<file path="src/rtl/bcd_counter_ndigit.sv">
// Purpose : N-digit BCD up/down counter (0 .. 10^DIGITS-1) with enable, checked parallel load,
//           wrap or saturate at the limits, and one-cycle limit/load-error pulses.
// Latency : all outputs registered; an edge's inputs are visible right after that edge, no comb in->out path.
// Backpr. : none; one count step per enabled edge, priority i_rst > i_load > i_en.
//
// Ports:
//   i_clk       rising-edge clock
//   i_rst       synchronous reset, active-high
//   i_en        count enable
//   i_up        direction: 1 = up, 0 = down (sampled with i_en)
//   i_load      parallel load request
//   i_load_val  BCD load value, nibble k = digit k
//   o_digits    registered BCD count, nibble k = digit k
//   o_carry     one-cycle pulse on an up step from max or a down step from 0
//   o_load_err  one-cycle pulse when a load is rejected for a non-BCD nibble
module bcd_counter_ndigit #(
    parameter int DIGITS   = 3,
    parameter bit SATURATE = 1'b0
) (
    input  logic                  i_clk,
    input  logic                  i_rst,
    input  logic                  i_en,
    input  logic                  i_up,
    input  logic                  i_load,
    input  logic [4*DIGITS-1:0]   i_load_val,
    output logic [4*DIGITS-1:0]   o_digits,
    output logic                  o_carry,
    output logic                  o_load_err
);

    logic [4*DIGITS-1:0] r_digits;
    logic                r_carry;
    logic                r_load_err;

    logic [4*DIGITS-1:0] w_next_up;
    logic [4*DIGITS-1:0] w_next_dn;
    logic                w_at_max;
    logic                w_at_min;
    logic                w_load_ok;

    // Ripple evaluated in one pass: digit k moves only when every lower digit
    // is at its rollover value (9 going up, 0 going down). After the last
    // digit the running flags tell whether the whole counter sits at a limit.
    always_comb begin
        logic       l_run9;
        logic       l_run0;
        logic [3:0] l_d;
        w_next_up = '0;
        w_next_dn = '0;
        w_load_ok = 1'b1;
        l_run9    = 1'b1;
        l_run0    = 1'b1;
        l_d       = '0;
        for (int k = 0; k < DIGITS; k++) begin
            l_d = r_digits[4*k +: 4];
            if (l_run9) begin
                w_next_up[4*k +: 4] = (l_d == 4'd9) ? 4'd0 : l_d + 4'd1;
            end else begin
                w_next_up[4*k +: 4] = l_d;
            end
            if (l_run0) begin
                w_next_dn[4*k +: 4] = (l_d == 4'd0) ? 4'd9 : l_d - 4'd1;
            end else begin
                w_next_dn[4*k +: 4] = l_d;
            end
            l_run9 = l_run9 & (l_d == 4'd9);
            l_run0 = l_run0 & (l_d == 4'd0);
            if (i_load_val[4*k +: 4] > 4'd9) begin
                w_load_ok = 1'b0;
            end
        end
        w_at_max = l_run9;
        w_at_min = l_run0;
    end

    always_ff @(posedge i_clk) begin
        if (i_rst) begin
            r_digits   <= '0;
            r_carry    <= 1'b0;
            r_load_err <= 1'b0;
        end else if (i_load) begin
            // A rejected load leaves the count untouched so the BCD invariant holds.
            r_carry    <= 1'b0;
            r_load_err <= ~w_load_ok;
            if (w_load_ok) begin
                r_digits <= i_load_val;
            end
        end else if (i_en) begin
            r_load_err <= 1'b0;
            if (i_up) begin
                r_carry <= w_at_max;
                // In wrap mode the ripple from all-9s already yields all-0s.
                if (!(SATURATE && w_at_max)) begin
                    r_digits <= w_next_up;
                end
            end else begin
                r_carry <= w_at_min;
                // In wrap mode the borrow from all-0s already yields all-9s.
                if (!(SATURATE && w_at_min)) begin
                    r_digits <= w_next_dn;
                end
            end
        end else begin
            r_carry    <= 1'b0;
            r_load_err <= 1'b0;
        end
    end

    assign o_digits   = r_digits;
    assign o_carry    = r_carry;
    assign o_load_err = r_load_err;

endmodule

</file>
<file path="config.mk">
export PLATFORM = sky130hd
export DESIGN_NAME = bcd_counter_ndigit
export DESIGN_NICKNAME = d
export VERILOG_FILES = /design/src/rtl/bcd_counter_ndigit.sv
export SDC_FILE = /design/constraint.sdc
export NUM_CORES = 1
export LEC_CHECK = 0
export ABC_AREA = 1
export ABC_CLOCK_PERIOD_IN_PS = 2200
export BUFFER_PORTS_ARGS = -buffer_cell sky130_fd_sc_hd__buf_2
export CAP_MARGIN = 30
export CELL_PAD_IN_SITES_DETAIL_PLACEMENT = 1
export CELL_PAD_IN_SITES_GLOBAL_PLACEMENT = 1
export CORE_MARGIN = 2
export CORE_UTILIZATION = 37
export DETAILED_ROUTE_END_ITERATION = 10
export HOLD_SLACK_MARGIN = 0.06
export PLACE_DENSITY = 0.93
export SYNTH_ARGS = -nofsm -noshare
export SYNTH_HDL_FRONTEND = slang
export SYNTH_SLANG_ARGS = --single-unit
</file>
<file path="constraint.sdc">
create_clock -name i_clk -period 2.2 [get_ports i_clk]
set_input_delay 0.44 -clock i_clk [delete_from_list [all_inputs] [get_ports i_clk]]
set_output_delay 0.44 -clock i_clk [all_outputs]
set_load 0.02 [all_outputs]
</file>
==> impl_metrics.json, run 1 <==
{
  "syn_area_sq_um": 1190,
  "synth_top_area_cell": "dfxtp_1",
  "clockRootBuffer": "clkbuf_4",
  "numCtsBuffers": 3,
  "layout_common_cells": "nand2_1 (65), nor2_1 (30), buf_2 (30)",
  "arrival_ns": 1.03,
  "syn_to_final_growth_pct": 17.2,
  "synth-xor-area-share": 0.00735,
  "drv_slew": 0,
  "worstMarginPinSlew_ns": 0.453,
  "rrSetupSlack_ns": 0.75,
  "switching_power_uw": 322,
  "r2r_start": "o_digits[2]",
  "drt_first_pass_iters": 4,
  "final_common_cell": "nand2_1",
  "yosys.area_share.simple": 0.541,
  "cts_resized": 0,
  "synthDistinctLibCells": 23,
  "seqPwrFrac": 0.410,
  "overflow": 0,
  "nets": 258,
  "setup-tns-final_ns": 0,
  "ir_drop_uv": 230,
  "max-slew-margin-rel": 0.697,
  "holdPathEnd": "o_carry",
  "required_ns": 1.76,
  "die_x_microns": 60.7,
  "worstSetupPathType": "register to output pin",
  "antenna_found_initial": 0,
  "fmax_mhz": 679,
  "rr_endpoint": "o_digits[8]",
  "wirelength_mm": 3.52,
  "wire_per_inst_microns": 12.5,
  "final_antenna_net_count": 0,
  "seq_area_frac_synth": 0.235,
  "place.gp.congestion": 0.890,
  "grt_start_max_net_pins": 18,
  "postCtsHoldBufs": 0,
  "pwr-share-clk": 0.205,
  "global_route.usage.total": 0.209,
  "core_area_sq_um": 3050,
  "synth_compound_area_frac": 0.116,
  "rr_worst_depth": 8,
  "io_buffers": 30,
  "synth_top_family_by_area": "simple AND/OR/NAND/NOR gates",
  "fin_crit_sh": 0.669,
  "grt_pass1_wl_mm": 5.78,
  "drt-initial-drc-count": 49,
  "first_global_vias": 1336,
  "h-tree-depth": 1,
  "wl_met1_mm": 1.68,
  "period_minus_slack_ns": 1.47,
  "row_count": 20,
  "cpPeakStageDelay_ns": 0.51,
  "holdPathStages": 3,
  "muxShareOfSynthArea": 0,
  "rsz0062_at_grt": "no",
  "dr_wl_met2_mm": 1.68,
  "crit_chain": "buf_2",
  "hold_start": "i_en",
  "postSynthAreaPerCell_sq_um": 5.70,
  "hpwl_mm": 2.87,
  "crit_slowest_cell": "dfxtp_1",
  "drc": 0,
  "highest_layer": "met4",
  "power.leakage_nw": 0.747,
  "clock_latency_ns": 0.29,
  "critPathMaxFanout": 9,
  "switching_share": 0.422,
  "clock_skew_ns": 0.0133,
  "met3_length_microns": 124,
  "power_per_cell_area_nw_per_um2": 545,
  "path_clk_slew_ns": 0.10,
  "drive_above_1_share": 0.238,
  "end_kind": "output pin",
  "cp_top_family": "flip-flops",
  "synthAdderAreaFrac": 0,
  "final_util": 0.457,
  "cts_sinks": 14,
  "hold_viol_final": 0,
  "hold_path.class": "primary input to register",
  "vias": 1422,
  "combPwrFrac": 0.385,
  "diodes": 0,
  "crit_path_start_kind": "register",
  "die_h_microns": 60.7,
  "cts_tree": "done",
  "synth_top_area_frac": 0.235,
  "synthCells": 209,
  "synth.area.top_cells": "dfxtp_1 (24%), nand2_1 (20%), nand3_1 (10%)",
  "via_per_inst": 5.02,
  "ys_ff_latch": 14,
  "dieArea_sq_um": 3690,
  "crit_buf_inv": 1,
  "synth_warnings": 0,
  "outcome": "complete, no violations",
  "maxCapViolCount": 0,
  "post_cts_buffers": 0,
  "ios": 31,
  "setup_viol_count_final": 0,
  "cts_buffer_depth": 2,
  "internal_power_uw": 440,
  "synth_nets": 226,
  "initial_core_util": 0.390
}
how the worst max path moves through the flow:
stage | from | end | slack [ns] | depth (start not counted)
4_1_cts | o_digits[2] | o_digits[2] | 0.73 | 1
2_1_floorplan | i_load | o_digits[11] | 0.83 | 10
3_3_place_gp | i_load | o_digits[8] | 0.59 | 11
5_1_grt | o_digits[4] | o_digits[11] | 0.59 | 10
6_report | o_digits[2] | o_digits[2] | 0.73 | 1
3_5_place_dp | i_load | o_digits[8] | 0.53 | 10
cells by family after synthesis:
logic type / Yosys count
flops: 14
buf+inv: 27
compound gates: 26
xor+xnor: 1
simple gates: 141
synthesized netlist by cell type:
cell type,number
nand2_1,65
nor2_1,30
nand3_1,24
inv_1,19
o21ai_0,17
dfxtp_1,14
nor2_2,6
a21oi_1,4
nand2_2,4
buf_4,3
inv_2,3
nand2_4,3
nor2_4,3
or2_2,3
o211ai_1,2
o21ai_1,2
a211oi_1,1
inv_4,1
inv_6,1
nand3b_1,1
nand4_1,1
nor3_1,1
xor2_1,1
state kept, by name, summed over array words and instances (netlist names):
name / cells
o_carry: 1
o_digits: 12
o_load_err: 1
layer usage:
metal | vias up | track usage
li1 | 727 | -
met1 | 662 | 0.256
met2 | 29 | 0.373
met3 | 4 | 0.0320
met4 | 0 | 0.0683
met5 | - | 0
worst reg2reg max path, stage by stage, from the launching register on:
cell     delay, ns
dfxtp_1       0.41
nor2_1        0.18
nand2_1       0.12
nor2_2        0.19
nor2_2        0.07
nor2_4        0.12
nand2_4       0.08
nor2_1        0.11
nor2_1        0.05
metrics by stage:
step	worst slack (ns)	instance area, sq um	hold slack, ns	cells	power [mW]
6_report	0.728	1400	0.429	283	0.761
5_1_grt	0.591	1400	0.439	283	0.824
3_3_place_gp	0.585	1370	0.591	280	0.604
4_1_cts	0.732	1400	0.425	283	0.768
2_1_floorplan	0.834	1190	0.538	209	0.523
3_5_place_dp	0.531	1370	0.601	280	0.610
layout make-up:
type	count	area [sq um]
clock buffer	3	22.5
fill	464	1660
inverter	24	97.6
multi-input combinational	168	791
sequential	14	280
tap	44	55.1
timing repair buffer	30	150
power by group through the flow:
stage	clock (mW)	combinational [mW]	sequential, mW
global route	0.176	0.331	0.317
global placement	0	0.287	0.317
finish	0.156	0.293	0.312
detailed placement	0	0.293	0.318
CTS	0.162	0.294	0.312
floorplan	0	0.186	0.337
Note: power is estimated with default switching activity, not from simulation.
==> inputs of run 2 (changes only) <==
--- a/config.mk
+++ b/config.mk
@@ -6,16 +6,16 @@
 export NUM_CORES = 1
 export LEC_CHECK = 0
 export ABC_AREA = 1
-export ABC_CLOCK_PERIOD_IN_PS = 2200
+export ABC_CLOCK_PERIOD_IN_PS = 1250
 export BUFFER_PORTS_ARGS = -buffer_cell sky130_fd_sc_hd__buf_2
 export CAP_MARGIN = 30
 export CELL_PAD_IN_SITES_DETAIL_PLACEMENT = 1
 export CELL_PAD_IN_SITES_GLOBAL_PLACEMENT = 1
 export CORE_MARGIN = 2
-export CORE_UTILIZATION = 37
+export CORE_UTILIZATION = 31
 export DETAILED_ROUTE_END_ITERATION = 10
 export HOLD_SLACK_MARGIN = 0.06
-export PLACE_DENSITY = 0.93
+export PLACE_DENSITY = 0.85
 export SYNTH_ARGS = -nofsm -noshare
 export SYNTH_HDL_FRONTEND = slang
 export SYNTH_SLANG_ARGS = --single-unit
==> constraint.sdc (replaced) <==
create_clock -name i_clk -period 1.25 [get_ports i_clk]
set_input_delay 0.25 -clock i_clk [delete_from_list [all_inputs] [get_ports i_clk]]
set_output_delay 0.25 -clock i_clk [all_outputs]
set_load 0.02 [all_outputs]
==> impl_metrics.json, run 2 (synthesis gave the netlist of run 1 again) <==
{
  "violations": "negative setup slack",
  "dieArea_sq_um": 4350,
  "rsz0062_at_grt": "yes",
  "antenna_found_initial": 0,
  "placedCellCount": 313,
  "clockRootBuffer": "clkbuf_8",
  "final_util": 0.494,
  "clock_skew_ns": 0.00721,
  "crit_slowest_cell": "dfxtp_4",
  "diodes": 0,
  "worstSetupPathType": "register to register",
  "crit_chain": "nor2_4 > nand2_4 > nor2_4 > nor2_2 > nor2_4 > nand2_4 > nand2_1 > nand2_1 > nor2_1",
  "ir_drop_uv": 342,
  "die_x_microns": 66.0,
  "cts_sinks": 14,
  "via_per_inst": 5.12,
  "maxCapViolCount": 0,
  "drt-initial-drc-count": 58,
  "io_buffers": 30,
  "setup_viol_count_final": 10,
  "max-slew-margin-rel": 0.583,
  "critPathMaxFanout": 6,
  "power_per_cell_area_nw_per_um2": 952,
  "ios": 31,
  "nets": 291,
  "core_area_sq_um": 3690,
  "drt_first_pass_iters": 4,
  "end_kind": "register",
  "period_minus_slack_ns": 1.38,
  "crit_buf_inv": 0,
  "initial_core_util": 0.323,
  "grt_start_max_net_pins": 11,
  "clock_latency_ns": 0.25,
  "hpwl_mm": 3.46,
  "wire_per_inst_microns": 15.7,
  "final_antenna_net_count": 0,
  "layout.cells.non_filler": 320,
  "power.leakage_nw": 0.961,
  "crit_path_start_kind": "register",
  "die_h_microns": 66.0,
  "cts_buffer_depth": 2,
  "h-tree-depth": 1,
  "drc": 0,
  "fillCellCount": 513,
  "row_count": 22,
  "vias": 1639,
  "fin_crit_sh": 1.10,
  "arrival_ns": 1.55,
  "cp_top_family": "simple AND/OR/NAND/NOR gates",
  "required_ns": 1.43,
  "fmax_mhz": 727,
  "postCtsHoldBufs": 0,
  "place.gp.congestion": 0.826,
  "global_route.usage.total": 0.220,
  "syn_to_final_growth_pct": 52.9,
  "grt_pass1_wl_mm": 7.38,
  "largest_reg_flops": 12,
  "first_global_vias": 1630,
  "drive_above_1_share": 0.460,
  "final_common_cell": "nand2_1",
  "outcome": "finished with violations",
  "cts_tree": "done",
  "layout_common_cells": "nand2_1 (53), buf_4 (32), buf_2 (30)",
  "drv_slew": 0,
  "cpPeakStageDelay_ns": 0.37,
  "hold_path.class": "primary input to register",
  "worstMarginPinSlew_ns": 0.619,
  "path_clk_slew_ns": 0.07,
  "numCtsBuffers": 3,
  "cpMostUsedCell": "nor2_4",
  "holdWs_ns": 0.306,
  "wirelength_mm": 5.04,
  "overflow": 0,
  "hold_viol_final": 0,
  "finalWorstSetupSlack_ns": -0.126,
  "setup-tns-final_ns": -0.482
}
-- run 2: cell count changes in the layout (fill, tap and decap cells not counted), sizes merged --
cell  delta
buf     +33
-- run 2: path summary, 6_finish.rpt --
path	slack, ns	endpoint	cells past startpoint	startpoint
worst max-delay path	-0.13	o_digits[11]	9	o_digits[1]
worst min-delay path	0.31	o_carry	3	i_en
worst max register to register	-0.13	o_digits[11]	9	o_digits[1]
worst min register to register	0.61	o_digits[1]	2	o_digits[1]
-- run 2: cell type report --
| cell class | instances | area (sq um) | share of cell area |
|---|---|---|---|
| clock buffers | 3 | 41.3 | 0.0227 |
| flip-flops and latches | 14 | 312 | 0.171 |
| multi-input cells | 168 | 907 | 0.498 |
| repair buffers | 63 | 402 | 0.220 |
| well taps | 48 | 60.1 | 0.0330 |
| inverters | 24 | 100 | 0.0549 |
-- run 2: power breakdown --
part           leakage [nW]  switching, mW  total, mW  internal (mW)
combinational         0.819          0.468      0.792          0.323
clock                0.0216          0.174      0.388          0.213
sequential            0.121         0.0678      0.555          0.487
-- run 2: stage by stage --
step                      cell area (sq um)  setup WS (ns)  power, mW
after global routing                   1820         -0.188       1.84
after CTS                              1710        -0.0342       1.63
final                                  1820         -0.126       1.73
after global placement                 1600         -0.122       1.17
after floorplan                        1200        0.00202      0.925
after detailed placement               1600         -0.227       1.20
-- run 2: what timing repair did --
item                                    in CTS  in global routing
setup buffers                                1                  3
pin swaps                                    7                  5
endpoints found under the setup margin       9                 12
resized for setup                           16                 35
gates cloned                                 0                  0
-- run 2: worst min-delay path, cell delays in order --
cell,delay [ns]
buf_2,0.12
nand3_1,0.09
a211oi_2,0.05
-- run 2: metal layers --
metal	up-vias	track usage	part of all wire
met5	-	0	0
met4	0	0.0663	0.022
met3	14	0.0256	0.041
met2	46	0.384	0.50
met1	791	0.282	0.43
li1	788	-	-
==> inputs of run 3 (changes only) <==
--- a/config.mk
+++ b/config.mk
@@ -11,9 +11,10 @@
 export CAP_MARGIN = 30
 export CELL_PAD_IN_SITES_DETAIL_PLACEMENT = 1
 export CELL_PAD_IN_SITES_GLOBAL_PLACEMENT = 1
-export CORE_MARGIN = 2
+export CORE_MARGIN = 10
 export CORE_UTILIZATION = 31
 export DETAILED_ROUTE_END_ITERATION = 10
+export GPL_ROUTABILITY_DRIVEN = 0
 export HOLD_SLACK_MARGIN = 0.06
 export PLACE_DENSITY = 0.85
 export SYNTH_ARGS = -nofsm -noshare
==> impl_metrics.json, run 3 (synthesis gave the netlist of run 1 again) <==
{
  "layout_common_cells": "nand2_1 (58), buf_2 (30), buf_4 (30)",
  "finalWorstSetupSlack_ns": -0.119,
  "final_common_cell": "nand2_1",
  "layout.cells.non_filler": 319,
  "antenna_found_initial": 1,
  "max-slew-margin-rel": 0.640,
  "drc": 0,
  "crit_chain": "inv_2 > nor2_4 > buf_4 > buf_4 > inv_1 > o21ai_0 > nand3_1 > nor2_1 > nor2_1",
  "first_global_vias": 1639,
  "placedCellCount": 310,
  "grt_start_max_net_pins": 11,
  "clock_skew_ns": 0.00890,
  "hold_viol_final": 0,
  "combPwrFrac": 0.443,
  "critPathMaxFanout": 3,
  "wirelength_mm": 5.32,
  "hold_path.class": "primary input to register",
  "nets": 289,
  "drive_above_1_share": 0.411,
  "drv_slew": 0,
  "dieArea_sq_um": 6720,
  "crit_path_start_kind": "register",
  "path_clk_slew_ns": 0.07,
  "numCtsBuffers": 3,
  "dpl_cell_area_sq_um": 1580,
  "fin_crit_sh": 1.10,
  "violations": "negative setup slack",
  "clockRootBuffer": "clkbuf_8",
  "crit_slowest_cell": "dfxtp_4",
  "wire_per_inst_microns": 16.7,
  "seqPwrFrac": 0.321,
  "initial_core_util": 0.323,
  "hpwl_mm": 3.56,
  "cts_buffer_depth": 2,
  "fillCellCount": 524,
  "fmax_mhz": 730,
  "io_buffers": 30,
  "power.leakage_nw": 0.950,
  "drt_first_pass_iters": 4,
  "worstMarginPinSlew_ns": 0.534,
  "overflow": 0,
  "drt-initial-drc-count": 93,
  "outcome": "finished with violations",
  "pwr-share-clk": 0.235,
  "final_antenna_net_count": 0,
  "clock_latency_ns": 0.26,
  "setup-tns-final_ns": -0.469,
  "required_ns": 1.40,
  "maxCapViolCount": 0,
  "h-tree-depth": 1,
  "via_per_inst": 5.04,
  "switching_share": 0.413,
  "grt_pass1_wl_mm": 7.73,
  "holdWs_ns": 0.293,
  "period_minus_slack_ns": 1.37,
  "vias": 1608,
  "worstSetupPathType": "register to register",
  "cts_tree": "done",
  "end_kind": "register",
  "rsz0062_at_grt": "yes",
  "largest_reg_flops": 12,
  "setup_viol_count_final": 8,
  "row_count": 22,
  "cts_sinks": 14,
  "post-route-cell-area_sq_um": 1770,
  "syn_to_final_growth_pct": 48.6,
  "power_per_cell_area_nw_per_um2": 972,
  "die_x_microns": 82.0,
  "cpPeakStageDelay_ns": 0.38,
  "switching_power_uw": 710,
  "global_route.usage.total": 0.147,
  "ios": 31,
  "core_area_sq_um": 3690,
  "arrival_ns": 1.52,
  "die_h_microns": 82.0,
  "ir_drop_uv": 410,
  "internal_power_mw": 1.01
}
run 3: cell types whose count changed in the layout (fill, tap and decap cells not counted), sizes merged:
cell and change:
diode +1, buf -2
run 3: path summary, 6_finish.rpt:
check | start | to | slack [ns] | cells past startpoint
max | o_digits[3] | o_digits[1] | -0.12 | 9
min | i_up | o_carry | 0.29 | 2
max reg2reg | o_digits[3] | o_digits[1] | -0.12 | 9
min reg2reg | o_digits[8] | o_digits[8] | 0.59 | 4
run 3: power by group through the flow:
stage | sequential (mW) | clock (mW) | combinational [mW]
detailed placement | 0.553 | 0 | 0.630
CTS | 0.546 | 0.402 | 0.686
global route | 0.561 | 0.429 | 0.832
finish | 0.553 | 0.405 | 0.763
global placement | 0.551 | 0 | 0.609
floorplan | 0.597 | 0 | 0.328
run 3: critical path, delay by kind of cell (launching register included):
family | cells | cell delay, ns
AO/OA/AOI/OAI | 1 | 0.17
AND/OR/NAND/NOR | 4 | 0.38
flip-flops | 1 | 0.38
buffers and inverters | 4 | 0.33
run 3: per-layer routing:
layer  part of all wire  vias to the layer above  global-route usage
met1               0.42                      767               0.169
met5                  0                        -                   0
met3              0.044                       16              0.0240
met4              0.034                        0              0.0850
met2               0.50                       39               0.251
li1                   -                      786                   -
run 3: final cells by class:
cell class	instances	area, sq um	area share
antenna	1	2.50	0.00141
clock buffer	3	41.3	0.0233
timing repair buffer	61	387	0.218
multi-input combinational	168	871	0.492
sequential	14	312	0.176
tap	48	60.1	0.0339
inverter	24	97.6	0.0551
run 3: metrics by stage:
step	utilization	setup slack, ns	power (mW)
final	0.480	-0.119	1.72
after global routing	0.480	-0.225	1.82
after CTS	0.457	-0.0285	1.63
after detailed placement	0.429	-0.193	1.18
after global placement	0.429	-0.113	1.16
after floorplan	-	0.00202	0.925
run 3: what timing repair did:
action,in CTS,in global routing
gates resized for setup,15,22
pin swaps,5,5
buffers inserted,3,2
setup endpoints to repair,11,12
hold buffers,0,0
